## config.mk

```make
export PLATFORM = sky130hd
export DESIGN_NAME = if_id_queue
export DESIGN_NICKNAME = d
export VERILOG_FILES = /design/src/rtl/if_id_queue.sv
export SDC_FILE = /design/constraint.sdc
export NUM_CORES = 1
export LEC_CHECK = 0
export BUFFER_PORTS_ARGS = -buffer_cell sky130_fd_sc_hd__buf_4
export CAP_MARGIN = 20
export CORE_MARGIN = 3
export CORE_UTILIZATION = 55
export DETAILED_ROUTE_END_ITERATION = 10
export PLACE_DENSITY_LB_ADDON = 0.05
export SYNTH_ARGS = -nofsm -noshare
export SYNTH_HDL_FRONTEND = slang
export SYNTH_SLANG_ARGS = --single-unit
```

## constraint.sdc

```tcl
create_clock -name clk -period 3.8 [get_ports clk]
set_input_delay 0.76 -clock clk [delete_from_list [all_inputs] [get_ports clk]]
set_output_delay 0.76 -clock clk [all_outputs]
set_load 0.01 [all_outputs]
```

## src/rtl/if_id_queue.sv

```systemverilog
`default_nettype none
// +----------------------------------------------------------------------------+
// | Module  : if_id_queue                                                       |
// | Purpose : IF/ID boundary register backed by an elastic instruction queue    |
// |           that absorbs fetches while ID stalls and clears on branch flush.  |
// | Revision: 1.0 - initial release                                             |
// +----------------------------------------------------------------------------+
module if_id_queue #(
  parameter int ADDR_W = 32,
  parameter int INST_W = 32,
  parameter int DEPTH  = 4,
  localparam int CNT_W = $clog2(DEPTH + 1)
) (
  input  logic              clk,
  input  logic              rst,
  input  logic              if_valid,
  input  logic [ADDR_W-1:0] if_pc,
  input  logic [INST_W-1:0] if_inst,
  output logic              if_ready,
  input  logic              br,
  input  logic [4:0]        stall,
  output logic              id_valid,
  output logic [ADDR_W-1:0] id_pc,
  output logic [INST_W-1:0] id_inst,
  output logic [CNT_W-1:0]  count
);

  localparam int              PTR_W        = $clog2(DEPTH);
  localparam logic [CNT_W-1:0] c_full_count = CNT_W'(DEPTH);
  localparam logic [CNT_W-1:0] c_cnt_one    = CNT_W'(1);
  localparam logic [PTR_W-1:0] c_ptr_one    = PTR_W'(1);

  logic [ADDR_W-1:0] r_mem_pc   [DEPTH];
  logic [INST_W-1:0] r_mem_inst [DEPTH];
  logic [PTR_W-1:0]  r_rp;
  logic [PTR_W-1:0]  r_wp;
  logic [CNT_W-1:0]  r_count;
  logic              r_id_valid;
  logic [ADDR_W-1:0] r_id_pc;
  logic [INST_W-1:0] r_id_inst;

  logic w_stall_id;
  logic w_empty;
  logic w_bypass;
  logic w_push;
  logic w_pop;
  logic w_unused_stall;

  assign w_stall_id     = stall[1];
  assign w_unused_stall = ^{stall[4:2], stall[0]};
  assign w_empty        = (r_count == '0);

  // Ready depends on the registered occupancy only, so IF sees no path from stall or br.
  assign if_ready = (r_count != c_full_count);
  assign w_bypass = ~w_stall_id & w_empty & if_valid;
  assign w_push   = if_valid & if_ready & ~br & ~w_bypass;
  assign w_pop    = ~w_stall_id & ~w_empty & ~br;

  always_ff @(posedge clk) begin
    if (w_push) begin
      r_mem_pc[r_wp]   <= if_pc;
      r_mem_inst[r_wp] <= if_inst;
    end
  end

  always_ff @(posedge clk) begin
    if (rst || br) begin
      r_rp       <= '0;
      r_wp       <= '0;
      r_count    <= '0;
      r_id_valid <= 1'b0;
      r_id_pc    <= '0;
      r_id_inst  <= '0;
    end else begin
      if (w_push) begin
        r_wp <= r_wp + c_ptr_one;
      end

      case ({w_push, w_pop})
        2'b10:   r_count <= r_count + c_cnt_one;
        2'b01:   r_count <= r_count - c_cnt_one;
        default: r_count <= r_count;
      endcase

      if (w_stall_id) begin
        r_id_valid <= r_id_valid;
      end else if (w_pop) begin
        r_id_valid <= 1'b1;
        r_id_pc    <= r_mem_pc[r_rp];
        r_id_inst  <= r_mem_inst[r_rp];
        r_rp       <= r_rp + c_ptr_one;
      end else if (w_bypass) begin
        r_id_valid <= 1'b1;
        r_id_pc    <= if_pc;
        r_id_inst  <= if_inst;
      end else begin
        r_id_valid <= 1'b0;
        r_id_pc    <= '0;
        r_id_inst  <= '0;
      end
    end
  end

  assign id_valid = r_id_valid;
  assign id_pc    = r_id_pc;
  assign id_inst  = r_id_inst;
  assign count    = r_count;

endmodule
`default_nettype wire

```

==> results of run 1 <==
[cell type report]
type	instances	area [sq um]
sequential	330	9180
fill	1465	7140
multi-input combinational	296	3050
timing repair buffer	151	1200
clock buffer	45	966
tap	280	350
clock inverter	18	190
inverter	7	26.3
[synth_stat cells (all sizes together)]
cell | n | area share, %
and3b | 1 | 0.070
clkbuf | 21 | 0.64
mux2i | 1 | 0.080
o21ai | 1 | 0.040
nor2 | 10 | 0.30
inv | 7 | 0.21
nor2b | 64 | 3.2
nor3 | 66 | 2.7
a31o | 1 | 0.070
a21oi | 3 | 0.12
mux4 | 64 | 12
and2 | 4 | 0.20
ha | 5 | 0.50
buf | 29 | 1.8
xnor2 | 2 | 0.14
xor2 | 2 | 0.14
nand2b | 2 | 0.10
dfxtp | 74 | 12
a211oi | 2 | 0.12
or3 | 1 | 0.050
fa | 1 | 0.16
nand2 | 1 | 0.030
or2 | 1 | 0.050
a221oi | 64 | 4.5
edfxtp | 256 | 61
[power groups by stage]
stage          Clock (mW)  Sequential (mW)  Combinational (mW)
2_1_floorplan           0             4.05               0.161
3_3_place_gp            0             4.03               0.333
3_5_place_dp            0             4.04               0.345
4_1_cts              3.44             3.96               0.348
5_1_grt              3.59             3.96               0.376
6_report             3.37             3.96               0.344
[layer usage]
layer | vias up | GRT usage [%] | wire (um)
met5 | - | 0 | 0
met4 | 0 | 6.54 | 637
met3 | 52 | 3.85 | 1550
met2 | 226 | 32.7 | 12200
met1 | 3482 | 30.1 | 10900
li1 | 3047 | - | -
[sequential cells by signal, indices dropped and copies added (netlist names), named ones only]
signal	count
r_mem_inst	128
r_mem_pc	128
id_inst	32
id_pc	32
count	3
r_rp	2
r_wp	2
id_valid	1
[cells by family after synthesis]
kind of cell	synth area share, %
AOI/OAI and AO/OA	4.82
xor gates and xnor gates	0.280
muxes	11.7
buffers and inverters	2.67
DFF	73.2
and+or+nand+nor	6.71
adders and majority gates	0.659
[worst paths after layout]
kind,from,to,slack [ns]
min,if_inst[26],r_mem_inst[1][26],0.47
max,stall[1],count[2],1.17
min reg2reg,id_pc[6],id_pc[6],0.51
max reg2reg,count[2],count[2],1.51
==> results list, run 1 <==
- The clock passes through at most 3 buffers.
* Count of input and output buffers: 137
- Full die area: 24,600 sq um
* Average wire length per cell after detail routing: 22.5 um
- Setup ws final: approximately 1.2 ns
- After technology mapping, the gate count stands at 683.
- The critical path goes through buf_4 > nand2b_1 > a21oi_1 > inv_1 > ha_1 > inv_1 > fa_1 > xor2_1 > or3_1 > a21oi_1.
* Fraction of the core area covered by cells at the end of the flow: between 60% and 70%
* Internal Power: 6.16 mW
* Fraction of layout cells with a size suffix above 1: between 30% and 40%
- Among cell families on the critical path, the largest total delay comes from compound AO/OA/AOI/OAI gates.
- Detailed placement finished with a half-perimeter wire length of approximately 14 mm.
- Most used cells in the layout excluding fill and tap cells: sky130_fd_sc_hd__edfxtp_1 (256), sky130_fd_sc_hd__buf_4 (146), sky130_fd_sc_hd__dfxtp_1 (72)
* H-tree levels: 2
* Final number of max-transition violations: 0
- Unrepaired setup endpoints after global routing: false
* Relative contribution of sequential cells to total power: about half
* Clk pin slew, worst setup/hold paths: around 0.060 ns
- Number of endpoints with negative hold slack in the final report: 0
* Placed instance count: between 1,000 and 1,500
- Core box area: about 22,000 sq um
- The worst setup path is captured at a register.
- The run finished with clean final reports.
- Syn Std Cell Area: between 10,000 and 15,000 sq um
- Grt total ovfl: 0
- Worst Max-Slew Pin Slew: roughly 1.0 ns
* # DRC: 0
- The die is roughly 160 um tall.
- The min-delay analysis places its worst path in the category input port to register.
- Total Power: 7.67 mW
- Final period util: 69.2%
* I/O pin count: 142
- Combinational logic is responsible for around 4.5% of the overall power.
- Entering global routing, the biggest net connects 75 pins.
- Horizontal die dimension: 157 um
- The worst path needs ~2.6 ns of the cycle, external delays included.
- Final standard cell area without fillers: approximately 15,000 sq um
- The critical path contains buffers and inverters numbering 3 combined.
* Number of buffers inserted by post-CTS setup repair: 0
* Diodes inserted: 0
* Max transition margin: 33.3%
* First-pass GRT wire length: approximately 40 mm
- After routing, the total negative slack on setup checks comes to 0 ns.
* Fmax achieved: between 0.3 and 0.4 GHz
* Placed Area: approximately 14,000 sq um
* Proportion of synthesized chip area in sequential cells: between 70% and 80%
- Along the worst hold path, the cell count comes to 1.
- The number of nets in the synthesized netlist is between 700 and 800.
- OpenSTA, run right after detailed placement, puts the worst setup slack at approximately 0.66 ns.
- The clock network burns a little over two fifths of the power.
* Hold WS: about 0.47 ns
- Number of antenna violations at the first check in global routing: 0
* Crit path launch type: input port
- Dividing the detail-routed via count by the number of cells gives around 6.
- Slowest cell on the critical path: sky130_fd_sc_hd__a21oi_1
* Ys Warns: 0
* Skew final: 0.00723 ns
- TritonCTS buffer count: 35
- Leakage dissipation: 5.06 nW
* Number of synthesized register bits: 330
- In the final design database the tool counted 900 nets.
* Crit. path cell count: 10
* Sw power: 1.51 mW
- After synthesis, the mean cell area works out to 18.3 sq um.
- The area growth from synthesis to layout is 19.3%.
- The worst-case IR drop observed on VDD is 0.000417 V.
- Post-Layout Cell Count: roughly 1,100
* Clock insertion delay at the later pin of the skew report: approximately 0.50 ns
* Post-synthesis cell type count: 31
- Global routing used between 20 and 25% of the available tracks.
- The critical path is of the input port to register type.
- Net switching is 19.6% of the power.
- Post-CTS repair changed the size of 0 cells.
* Number of routed nets with antenna violations: 0
* Leading cell type in the layout, fill and taps excluded: sky130_fd_sc_hd__edfxtp_1
- Root Buffer Master: sky130_fd_sc_hd__clkbuf_16
* Number of global-route vias before repair: roughly 7,000
- After floorplanning, the core was divided into 54 placement rows.
- For the worst setup path, the data required time is 4.22 ns.
- Once the floorplan was initialized, standard cells occupied between 50% and 60% of the core.
- The worst register-to-register path has a depth of 9.
- Top fanout value on the critical path: 60
* Number of sinks handled by clock tree synthesis: 330
- Number of DRC violations after detailed-routing iteration 0: ~570
- In this run, post-CTS hold repair placed 0 buffers.
- The largest single stage delay on the critical path is 0.54 ns.
- Dividing total power by cell area gives a power density of between 500 and 600 nW/um^2.
- TritonCTS built the clock tree.
- Iteration count of the initial detailed-routing pass: 5
* Detailed-route wire length: 25.3 mm
- RePlAce Congestion: 0.741
- Data on the critical path arrives at its endpoint at 3.04 ns.
- Vias: 6,807
- Setup violations remaining at the end of the flow were counted as 0.
- The tool flagged a number of max-cap violations equal to 0.
(Power assumes the default switching activity.)
==> inputs of run 2 (changes only) <==
Clock period 3.8 ns to 2.75 ns, I/O delays scaled along.
==> results list, run 2 (synthesized netlist as in run 1, its figures left out) <==
- Total of hold buffers inserted after clock tree synthesis: 0 (unchanged)
- TritonCTS buffer count: 35 (unchanged)
* Clock insertion delay at the later pin of the skew report: 0.49 ns (about the same)
* Sw power: 2.07 mW (+37%)
* Worst Path Buf+Inv: 2 (-1)
- Final period util: between 70 and 80%
- Fmax achieved: between 0.4 and 0.5 GHz
* Sequential standard cell area: 9180 sq um (unchanged)
* I/O pin count: 142 (unchanged)
- Skew final: 0.0107 ns (+0.00345 ns)
- Routed wire length on met2: 13.3 mm (+9.3%)
- CTS-repair resized insts: 0 (unchanged)
- The area growth from synthesis to layout is 19.5%.
* Number of DRC violations after detailed-routing iteration 0: 504 (-11%)
- Top Registers: r_mem_inst: 128 flops, r_mem_pc: 128 flops
* Count of input and output buffers: 137 (unchanged)
- The run finished with clean final reports.
- Setup repair after global routing left no endpoint under its margin.
- Top fanout value on the critical path: 6 (-90%)
- STA classifies the critical path startpoint as a register.
- Vias: 6,888 (+1.2%)
- Number of fill cells: 1,488 (+1.6%)
- Starting utilization of the core area: 56.7% (unchanged)
- The number of H-tree branching levels was 2 (unchanged).
- The count of TritonRoute iterations in the first routing pass is 5 (unchanged).
* List of cells traversed by the critical path: nand2b_1 > a21oi_1 > inv_1 > ha_1 > inv_1 > fa_1 > xor2_1 > or3_1 > a21oi_1
- Max transition margin: 33.3% (+0.034 points)
* Core box area: 22,100 sq um (unchanged)
- The overall power came to 10.3 mW (+35%).
- The clock edge transition at the registers on the reported setup and hold paths came to 0.06 ns (about the same).
- Portion of total power attributed to the clock network: 42.3% (-1.6 points)
- The critical path is of the register to register type.
* Routed length on met1: 10.7 mm (-1.9%)
* Power density relative to cell area: 689 nW/um^2 (+34%)
- The final total negative setup slack was 0 ns (unchanged).
* Largest net degree at the start of global routing: 80 (+6.7%)
- Delay of the slowest critical-path stage: 0.44 ns (-0.10 ns)
* CP top delay family: adder cells
- Fin nets: 908 (+0.89%)
- Sw frac: 20.0% (+0.39 points)
* CP required: 3.17 ns (-1.05 ns)
* Total half-perimeter wirelength after legalization and detailed placement: 14.7 mm (+4.0%)
- The leakage power summed over all cells came to 5.07 nW (+0.25%).
* Reported max-cap violation count: 0 (unchanged)
* Fraction of layout cells with a size suffix above 1: 32.4% (+0.20 points)
- Overall die height: 157 um (unchanged)
- First-pass GRT wire length: 41.2 mm (+4.2%)
* Path type of the worst min-delay path: input port to register
- The number of max-slew violations in the final report is 0 (unchanged).
- Internal Power: 8.25 mW (+34%)
* Root Buffer Master: sky130_fd_sc_hd__clkbuf_16
* Number of sinks handled by clock tree synthesis: 330 (unchanged)
- Slowest cell on the critical path: sky130_fd_sc_hd__dfxtp_1
- The area of the multi-input gates came to 3050 sq um (about the same).
* Final critical-path required period: ~2.2 ns
- Full die area: 24,600 sq um (unchanged)
- The average detailed-routed wire length per instance came to 23.1 um (+2.5%).
- The portion of total power attributed to combinational logic was 4.7% (+0.2 points).
- Number of endpoints with negative hold slack in the final report: 0 (unchanged)
- TritonCTS built the clock tree.
* Detailed-route wire length: 26.1 mm (+3.2%)
- STA classifies the critical path endpoint as a register.
- Placement Rows: 54 (unchanged)
- Grt total ovfl: 0 (unchanged)
- Number of antenna violations at the first check in global routing: 0 (unchanged)
- The maximum clock path buffer count was 3 (unchanged).
* Data arrival time of the critical path: 2.60 ns (-0.44 ns)
- The worst supply voltage drop on vdd was 0.000481 V (+15%).
* Met3 routed wirelength: 1.62 mm (+4.5%)
* RePlAce Congestion: 0.762 (+2.8%)
- Number of buffers inserted by post-CTS setup repair: 0 (unchanged)
- Horizontal die dimension: 157 um (unchanged)
- # DRC: 0 (unchanged)
- The number of vias per cell came to 6.07 (+0.57%).
- The global-route usage over all layers is 21.6% (+0.84 points).
- Diodes inserted: 0 (unchanged)
* Relative contribution of sequential cells to total power: 53.0% (+1.4 points)
- The final antenna-violating net count is 0 (unchanged).
* Top metal layer carrying routed signals: met4
* Most used cells in the layout excluding fill and tap cells: sky130_fd_sc_hd__edfxtp_1 (256), sky130_fd_sc_hd__buf_4 (150), sky130_fd_sc_hd__dfxtp_1 (72)
* Leading cell type in the layout, fill and taps excluded: sky130_fd_sc_hd__edfxtp_1
- Final setup violating endpoints: 0 (unchanged)
- The via count of the first global-routing pass was 7,366 (+5.3%).
- Worst Max-Slew Pin Slew: 1.00 ns (-0.000510 ns)
run 2: changes by cell type in the layout (fill, tap and decap cells not counted), moves of 3 or more:
cell,previous run,this run
sky130_fd_sc_hd__buf_12,5,9
sky130_fd_sc_hd__buf_4,146,150
sky130_fd_sc_hd__clkbuf_1,7,11
sky130_fd_sc_hd__bufinv_16,4,1
run 2: layout make-up:
class | count | share of cell area (%)
clock buffer | 49 | 6.55
clock inverter | 13 | 0.610
inverter | 7 | 0.175
multi-input combinational | 296 | 20.3
sequential | 330 | 61.3
tap | 280 | 2.34
timing repair buffer | 159 | 8.72
run 2: power groups by stage:
stage	logic (mW)	registers [mW]	clock network, mW
after floorplan	0.222	5.59	0
after global placement	0.469	5.57	0
after detailed placement	0.488	5.58	0
after CTS	0.491	5.47	4.46
after global routing	0.535	5.47	4.67
final	0.487	5.47	4.36
run 2: final timing paths:
| check | from | slack, ns | end | cells after the start |
|---|---|---|---|---|
| max | count[2] | 0.57 | count[2] | 9 |
| min | if_inst[12] | 0.27 | r_mem_inst[3][12] | 1 |
| max reg2reg | count[2] | 0.57 | count[2] | 9 |
| min reg2reg | id_inst[9] | 0.51 | id_inst[9] | 2 |
run 2: metal layers:
metal | up-vias | track usage, %
li1 | 3057 | -
met1 | 3556 | 30.3
met2 | 243 | 35.7
met3 | 32 | 3.82
met4 | 0 | 5.92
met5 | - | 0
run 2: metrics by stage:
step | hold slack [ns] | worst slack [ns] | cell area, sq um | util [%] | instances
2_1_floorplan | 0.514 | 0.413 | 12500 | - | 683
3_3_place_gp | 0.491 | 0.494 | 13900 | 62.9 | 1072
3_5_place_dp | 0.497 | 0.480 | 13900 | 62.9 | 1072
4_1_cts | 0.247 | 0.572 | 15000 | 67.8 | 1134
5_1_grt | 0.248 | 0.443 | 15000 | 67.8 | 1134
6_report | 0.266 | 0.565 | 15000 | 67.8 | 1134
